[src/rtl/operand_issue.sv]
// Operand issue stage: queues operand pairs in a small FIFO and issues them to the adder as one-cycle start pulses.
// Latency: a pair pushed at edge N is issued (start/a/b registered) at edge N+1 at the earliest; no bypass.
// Backpressure: in_ready drops when the FIFO is full (even if a pop coincides); enable low pauses issuing.
module operand_issue #(
  parameter int W     = 10,
  parameter int DEPTH = 4,
  parameter int GAP   = 0,
  localparam int LW   = $clog2(DEPTH) + 1
) (
  input  logic          clk,
  input  logic          rst_n,
  input  logic          in_valid,
  input  logic [W-1:0]  in_a,
  input  logic [W-1:0]  in_b,
  output logic          in_ready,
  input  logic          enable,
  output logic          start,
  output logic [W-1:0]  a,
  output logic [W-1:0]  b,
  output logic          busy,
  output logic [LW-1:0] fifo_level,
  output logic [15:0]   issue_count
);

  localparam int PW = $clog2(DEPTH);

  typedef enum logic {IDLE, HOLDOFF} state_e;

  state_e          state_q, state_d;
  logic [15:0]     cnt_q, cnt_d;
  logic [LW-1:0]   level_q, level_d;
  logic [PW-1:0]   wr_ptr_q, rd_ptr_q;
  logic [W-1:0]    mem_a [DEPTH];
  logic [W-1:0]    mem_b [DEPTH];
  logic            start_q;
  logic [W-1:0]    a_q, b_q;
  logic [15:0]     issue_cnt_q;
  logic            push, pop;

  // Full is judged on the registered level only, so a same-cycle pop never frees a slot.
  assign in_ready = (level_q < LW'(DEPTH));
  assign push     = in_valid && in_ready;

  // Issue decision and hold-off countdown; the countdown ignores enable once started.
  always_comb begin
    state_d = state_q;
    cnt_d   = cnt_q;
    pop     = 1'b0;
    case (state_q)
      IDLE: begin
        if (enable && (level_q != '0)) begin
          pop = 1'b1;
          if (GAP > 0) begin
            state_d = HOLDOFF;
            cnt_d   = 16'(GAP);
          end
        end
      end
      HOLDOFF: begin
        cnt_d = cnt_q - 16'd1;
        if (cnt_q == 16'd1) begin
          state_d = IDLE;
        end
      end
      default: begin
        state_d = IDLE;
        cnt_d   = '0;
      end
    endcase
  end

  // Occupancy bookkeeping: simultaneous push and pop leaves the level unchanged.
  always_comb begin
    level_d = level_q;
    case ({push, pop})
      2'b10:   level_d = level_q + LW'(1);
      2'b01:   level_d = level_q - LW'(1);
      default: level_d = level_q;
    endcase
  end

  // FSM state and hold-off counter.
  always_ff @(posedge clk or negedge rst_n) begin
    if (!rst_n) begin
      state_q <= IDLE;
      cnt_q   <= '0;
    end else begin
      state_q <= state_d;
      cnt_q   <= cnt_d;
    end
  end

  // FIFO pointers and level; pointers wrap naturally since DEPTH is a power of two.
  always_ff @(posedge clk or negedge rst_n) begin
    if (!rst_n) begin
      wr_ptr_q <= '0;
      rd_ptr_q <= '0;
      level_q  <= '0;
    end else begin
      if (push) wr_ptr_q <= wr_ptr_q + PW'(1);
      if (pop)  rd_ptr_q <= rd_ptr_q + PW'(1);
      level_q <= level_d;
    end
  end

  // FIFO storage; contents need no reset because the level gates every read.
  always_ff @(posedge clk) begin
    if (push) begin
      mem_a[wr_ptr_q] <= in_a;
      mem_b[wr_ptr_q] <= in_b;
    end
  end

  // Registered issue outputs: operands only change on an issue and are held otherwise.
  always_ff @(posedge clk or negedge rst_n) begin
    if (!rst_n) begin
      start_q     <= 1'b0;
      a_q         <= '0;
      b_q         <= '0;
      issue_cnt_q <= '0;
    end else begin
      start_q <= pop;
      if (pop) begin
        a_q         <= mem_a[rd_ptr_q];
        b_q         <= mem_b[rd_ptr_q];
        issue_cnt_q <= issue_cnt_q + 16'd1;
      end
    end
  end

  assign start       = start_q;
  assign a           = a_q;
  assign b           = b_q;
  assign fifo_level  = level_q;
  assign issue_count = issue_cnt_q;
  assign busy        = (level_q != '0) || (state_q == HOLDOFF);

endmodule

[config.mk]
export PLATFORM = sky130hd
export DESIGN_NAME = operand_issue
export DESIGN_NICKNAME = d
export VERILOG_FILES = /design/src/rtl/operand_issue.sv
export SDC_FILE = /design/constraint.sdc
export NUM_CORES = 1
export LEC_CHECK = 0
export CAP_MARGIN = 20
export CORE_UTILIZATION = 50
export DETAILED_ROUTE_END_ITERATION = 10
export PLACE_DENSITY = 0.76
export SLEW_MARGIN = 20
export SYNTH_ARGS = -nofsm -noshare
export SYNTH_HDL_FRONTEND = slang
export SYNTH_SLANG_ARGS = --single-unit
export TNS_END_PERCENT = 30
[constraint.sdc]
create_clock -name clk -period 2.6 [get_ports clk]
set_clock_uncertainty 0.2 [all_clocks]
set_input_delay 0.52 -clock clk [delete_from_list [all_inputs] [get_ports clk]]
set_output_delay 0.52 -clock clk [all_outputs]
set_load 0.05 [all_outputs]
**After elaboration in Yosys (flattened, before gate mapping)**

Memories as Yosys holds them, arrays and structs flattened. A register that Yosys moved wholly into a read port is not among the register bits.
Cells that the tools add are included.

- Memory bits (writable): 80
- Memories: 2
- Input port bits: 24
- Bits in registers: 41

- Multiplexer cells: 7
- Equality and inequality tests: 3
- $lt $le $gt $ge: 1
- Reduce and logical (&&, ||, !) cells: 7
- Add/sub/neg operators: 6

Memory list:

| name | depth | bits a word | read ports | clocked after Yosys merged registers in | wr ports | line | RTL |
|---|---|---|---|---|---|---|---|
| mem_a | 4 | 10 | 1 | 1 | 1 | 33 | `logic [W-1:0] mem_a [DEPTH];` |
| mem_b | 4 | 10 | 1 | 1 | 1 | 34 | `logic [W-1:0] mem_b [DEPTH];` |

Operators by type and width:

| cell | count |
|---|---|
| 16-bit by 1-bit adder with 16-bit output (second input constant) | 1 |
| 16-bit by 1-bit == test with 1-bit output (second input constant) | 1 |
| 16-bit by 1-bit subtractor with 16-bit output (second input constant) | 1 |
| 1-bit two-way mux | 6 |
| 3-bit case mux with 2 select lines | 1 |
| 2-bit by 1-bit adder with 2-bit output (second input constant) | 2 |
| 3-bit by 1-bit adder with 3-bit output (second input constant) | 1 |
| 3-bit < comparator (second input constant) | 1 |
| 3-bit nonzero test | 1 |
| 3-bit by 1-bit subtractor with 3-bit output (second input constant) | 1 |
| 2-bit by 1-bit == test with 1-bit output (second input constant) | 1 |
| 2-bit == test (second input constant) | 1 |
| 1-bit logical AND | 2 |
| 1-bit logical NOT | 2 |
| 2-bit nonzero test | 1 |
| 1-bit logical OR | 1 |

**Longest topological paths before layout**

- Depth in word-level cells: 6
- Mapped depth: 9

**Worst setup path after synthesis**

OpenSTA, ideal clock, no wires.

- Path kind: reg2reg
- Start point: reg level_q[0] (netlist: fifo_level[0])
- End point: reg level_q[2] (netlist: fifo_level[2])
- Period minus slack after synthesis: 2995 ps
- Setup slack: -395 ps
- Arrival: 2656 ps
- Setup time: 139 ps
- Stages on the path, launching flop included: 10
- Cell sequence: dfrtp_1 nor3_1 nor3b_2 clkbuf_1 ha_1 inv_1 fa_1 xor2_1 nor2_1 xnor2_1

- Word-level cells in the longest chain between the ends: 6

Ends and longest elaborated chain:

| element | line | RTL |
|---|---|---|
| start, declared | 31 | `logic [LW-1:0] level_q, level_d;` |
| start signal, assigned | 102 | `level_q <= level_d;` |
| 3-bit nonzero test (*) | 51 | `if (enable && (level_q != '0)) begin` |
| 1-bit logical AND (*) | 51 |  |
| 1-bit two-way mux (*) | 51 |  |
| 1-bit two-way mux (*) | 49 | `case (state_q)` |
| named net pop | 38 | `logic push, pop;` |
| 2-bit by 1-bit == test with 1-bit output or 2-bit == test (tied branches) | 75 | `case ({push, pop})` |
| 3-bit case mux with 2 select lines or 2-bit nonzero test (tied branches) | - |  |

The timed path passes the listed nets; every way through them passes the cells marked *.
A chain may end at the register's enable or synchronous reset.

**Worst setup path after layout**

- Start point: reg issue_cnt_q[3] (netlist: issue_count[3])
- End point: out issue_count[3]

RTL lines:

| element | line | RTL |
|---|---|---|
| start, declared | 37 | `logic [15:0] issue_cnt_q;` |
| start signal, assigned | 126 | `issue_cnt_q <= issue_cnt_q + 16'd1;` |
| end, declared | 22 | `output logic [15:0] issue_count` |

No word-level cell between the ends.

==> results.yml <==
clock_network:
  clockBufferDepth: 2
  cts.sinks: 141
  root_buffer: "clkbuf_8"
  post_cts_buffers: 0
  cts_tree: "yes"
  insertion_delay_ps: 520
  cts-buffers-inserted: 17
  htree_levels: 4
  clk_pin_slew_worst_paths_ps: 60
detailed_routing:
  vias: 2942
  antenna_left: 0
  firstDrtPassIters: 4
  avgRoutedWirePerCell_um: 17.8
  wl_um: 9840
  drtIter0Drc: 136
  drc: 0
  via_per_inst: 5.33
worst_setup_path:
  crit_chain: "clkdlybuf4s50_1"
  endpoint_kind: "output port"
  rr_worst_depth: 6
  crit_type: "reg -> out"
  cp_slowest_stage_delay_ps: 830
  crit_buf_inv: 1
  crit_arrival_ps: 1780
  startpoint: "issue_count[3]"
  cp.required_ps: 1880
  rr_endpoint: "cnt_q[12]"
  cp_max_fo: 6
  crit_slowest_cell: "clkdlybuf4s50_1"
  reg2reg_from: "cnt_q[0]"
  cp_top_family: "buffers and inverters"
  reg2reg_slack_ps: 250
  worstSetupStartpointType: "register"
sta:
  hold_viol: 0
  fin_setup_tns_ps: 0
  worst_slack_ps: 95.6
  max_freq_mhz: 399
  tightest_slew_ps: 696
  grt_setup_unrepaired: "false"
  hold_slack_ps: 260
  setup_viol: 0
  max-slew-margin-rel_pct: 53.6
  min_period_ps: 2500
  finalCritPeriodShare_pct: 96.3
  slew_viol_final: 0
placed_design:
  dp_hpwl_um: 6380
  io_buffers: 65
  routabilityCongestion: 0.754
  dp_slack_ps: 39.3
yosys:
  synth_top_area_share_pct: 43.7
  synthXorXnorAreaFrac_pct: 5.71
  ys_seq_area_share_pct: 71.4
  synth_most_common_cell: "edfxtp_1"
  synth_compound_area_share_pct: 0.455
  syn-mean-instance-area_um2: 18.0
  synth-adder-area-share_pct: 2.18
  syn-num-nets: 339
  yosysTopAreaCell: "edfxtp_1"
  syn_inst: 306
  synth_mux_area_share_pct: 12.7
  synthDistinctLibCells: 40
  synth_edf_count: 80
  synthTopCellsByCount: "80 x edfxtp_1, 61 x dfrtp_1, 21 x mux2_2, 20 x mux4_2, 19 x xor2_1"
  ys_ff_latch: 141
  synth_warnings: 0
  yosys.area_share.simple_pct: 6.28
  async_reset_ff_share_pct: 43.3
  syn_area_um2: 5500
  synth_top_family_by_area: "multiplexers"
  synth_area_leaders: "edfxtp_1 44%, dfrtp_1 28%, mux4_2 8.2%"
  yosys_most_used_dff: "edfxtp_1"
global_routing:
  grt_max_degree: 27
  antenna_found_initial: 0
  grt_pass1_wl_um: 16200
  overflow: 0
  grt_util_all_layers_pct: 19.8
  grt_pass1_vias: 3156
hold_path:
  hold_class: "reg -> reg"
  whs_endpoint: "cnt_q[14]"
  whs_path_depth: 1
  min_from: "cnt_q[14]"
pwr:
  power_mw: 8.24
  ir_worst_vdd_v: 0.00100
  p_per_area_nw_per_um2: 1170
  p_leak_nw: 2.85
die:
  die_w_um: 107
  initial_core_util_pct: 52.3
  dieArea_um2: 11400
  die_h_um: 107
  core_um2: 10500
  rows: 37
  ios: 66
layout:
  n_antenna_cell: 0
  utilization_pct: 67.3
  area_growth_pct: 28.5
  layout.nets: 436
  drive_gt1_share_pct: 24.8
run:
  maxCapViolCount: 0
status:
  outcome: "finished clean"
==> cells in the final DEF (no fill, tap or decap), types with 2 or more instances in the layout <==
cell and n:
and2_1 5, and3_1 3, buf_12 2, buf_4 19, bufinv_16 3, clkbuf_16 16, clkdlybuf4s50_1 61, clkinv_2 3
clkinv_4 3, clkinvlp_4 2, dfrtp_1 58, dfrtp_2 3, dlymetal6s2s_1 2, edfxtp_1 80, ha_1 8, inv_1 9
inv_6 2, mux2_2 21, mux4_2 20, nand2_1 10, nand2b_1 2, nand3_1 3, nand4_1 4, nor2_1 8
nor3_1 4, nor4_1 4, or3_1 3, xnor2_1 15, xor2_1 19
==> layer usage <==
layer	track usage [%]	vias to the layer above	share of wire [%]
li1	-	1345	-
met1	24.2	1502	41
met2	32.4	78	51
met3	6.02	17	5.4
met4	9.10	0	2.2
met5	0	-	0
==> where the power goes <==
group	switching (mW)	internal (mW)	leakage [nW]
logic	1.62	1.15	1.07
clock network	0.895	1.46	0.283
registers	0.270	2.84	1.50
==> registers in the layout, indices dropped and copies added (netlist names) <==
register     flops
mem_a           40
mem_b           40
cnt_q           16
issue_count     16
a               10
b               10
fifo_level       3
rd_ptr_q         2
wr_ptr_q         2
start            1
state_q          1
==> stage by stage <==
stage / area (um^2) / cells
global route: 7070 / 552
global placement: 6470 / 519
CTS: 7060 / 552
detailed placement: 6470 / 519
floorplan: 5520 / 306
finish: 7070 / 552
==> what timing repair did <==
item                                    CTS  global route
hold buffers                              1             0
endpoints found under the setup margin    0             2
endpoints found under the hold margin    23             0
gates resized for setup                   0             2
==> layout make-up <==
type,instances,area [um^2]
flip-flops and latches,141,3930
fillers,697,3440
multi-input cells,148,1510
repair buffers,86,833
clock buffers,18,418
well taps,136,170
clock inverters,14,168
inverters,9,33.8
==> cells by family (layout without fill, tap and decap cells) <==
family / Yosys count / count (layout)
AO/OA/AOI/OAI: 4 / 4
XOR/XNOR: 35 / 35
adder cells (fa/ha/maj): 9 / 9
buffers and inverters: 17 / 127
flip-flops: 141 / 141
multiplexers: 42 / 42
AND/OR/NAND/NOR: 58 / 58
==> worst max-delay path by stage <==
stage	endpoint	slack, ps	cells after the start
5_1_grt	issue_count[3]	30	1
3_5_place_dp	fifo_level[2]	40	8
3_3_place_gp	fifo_level[2]	60	8
4_1_cts	in_ready	3	2
2_1_floorplan	fifo_level[2]	100	9
6_report	issue_count[3]	100	1
(Power assumes the default switching activity.)
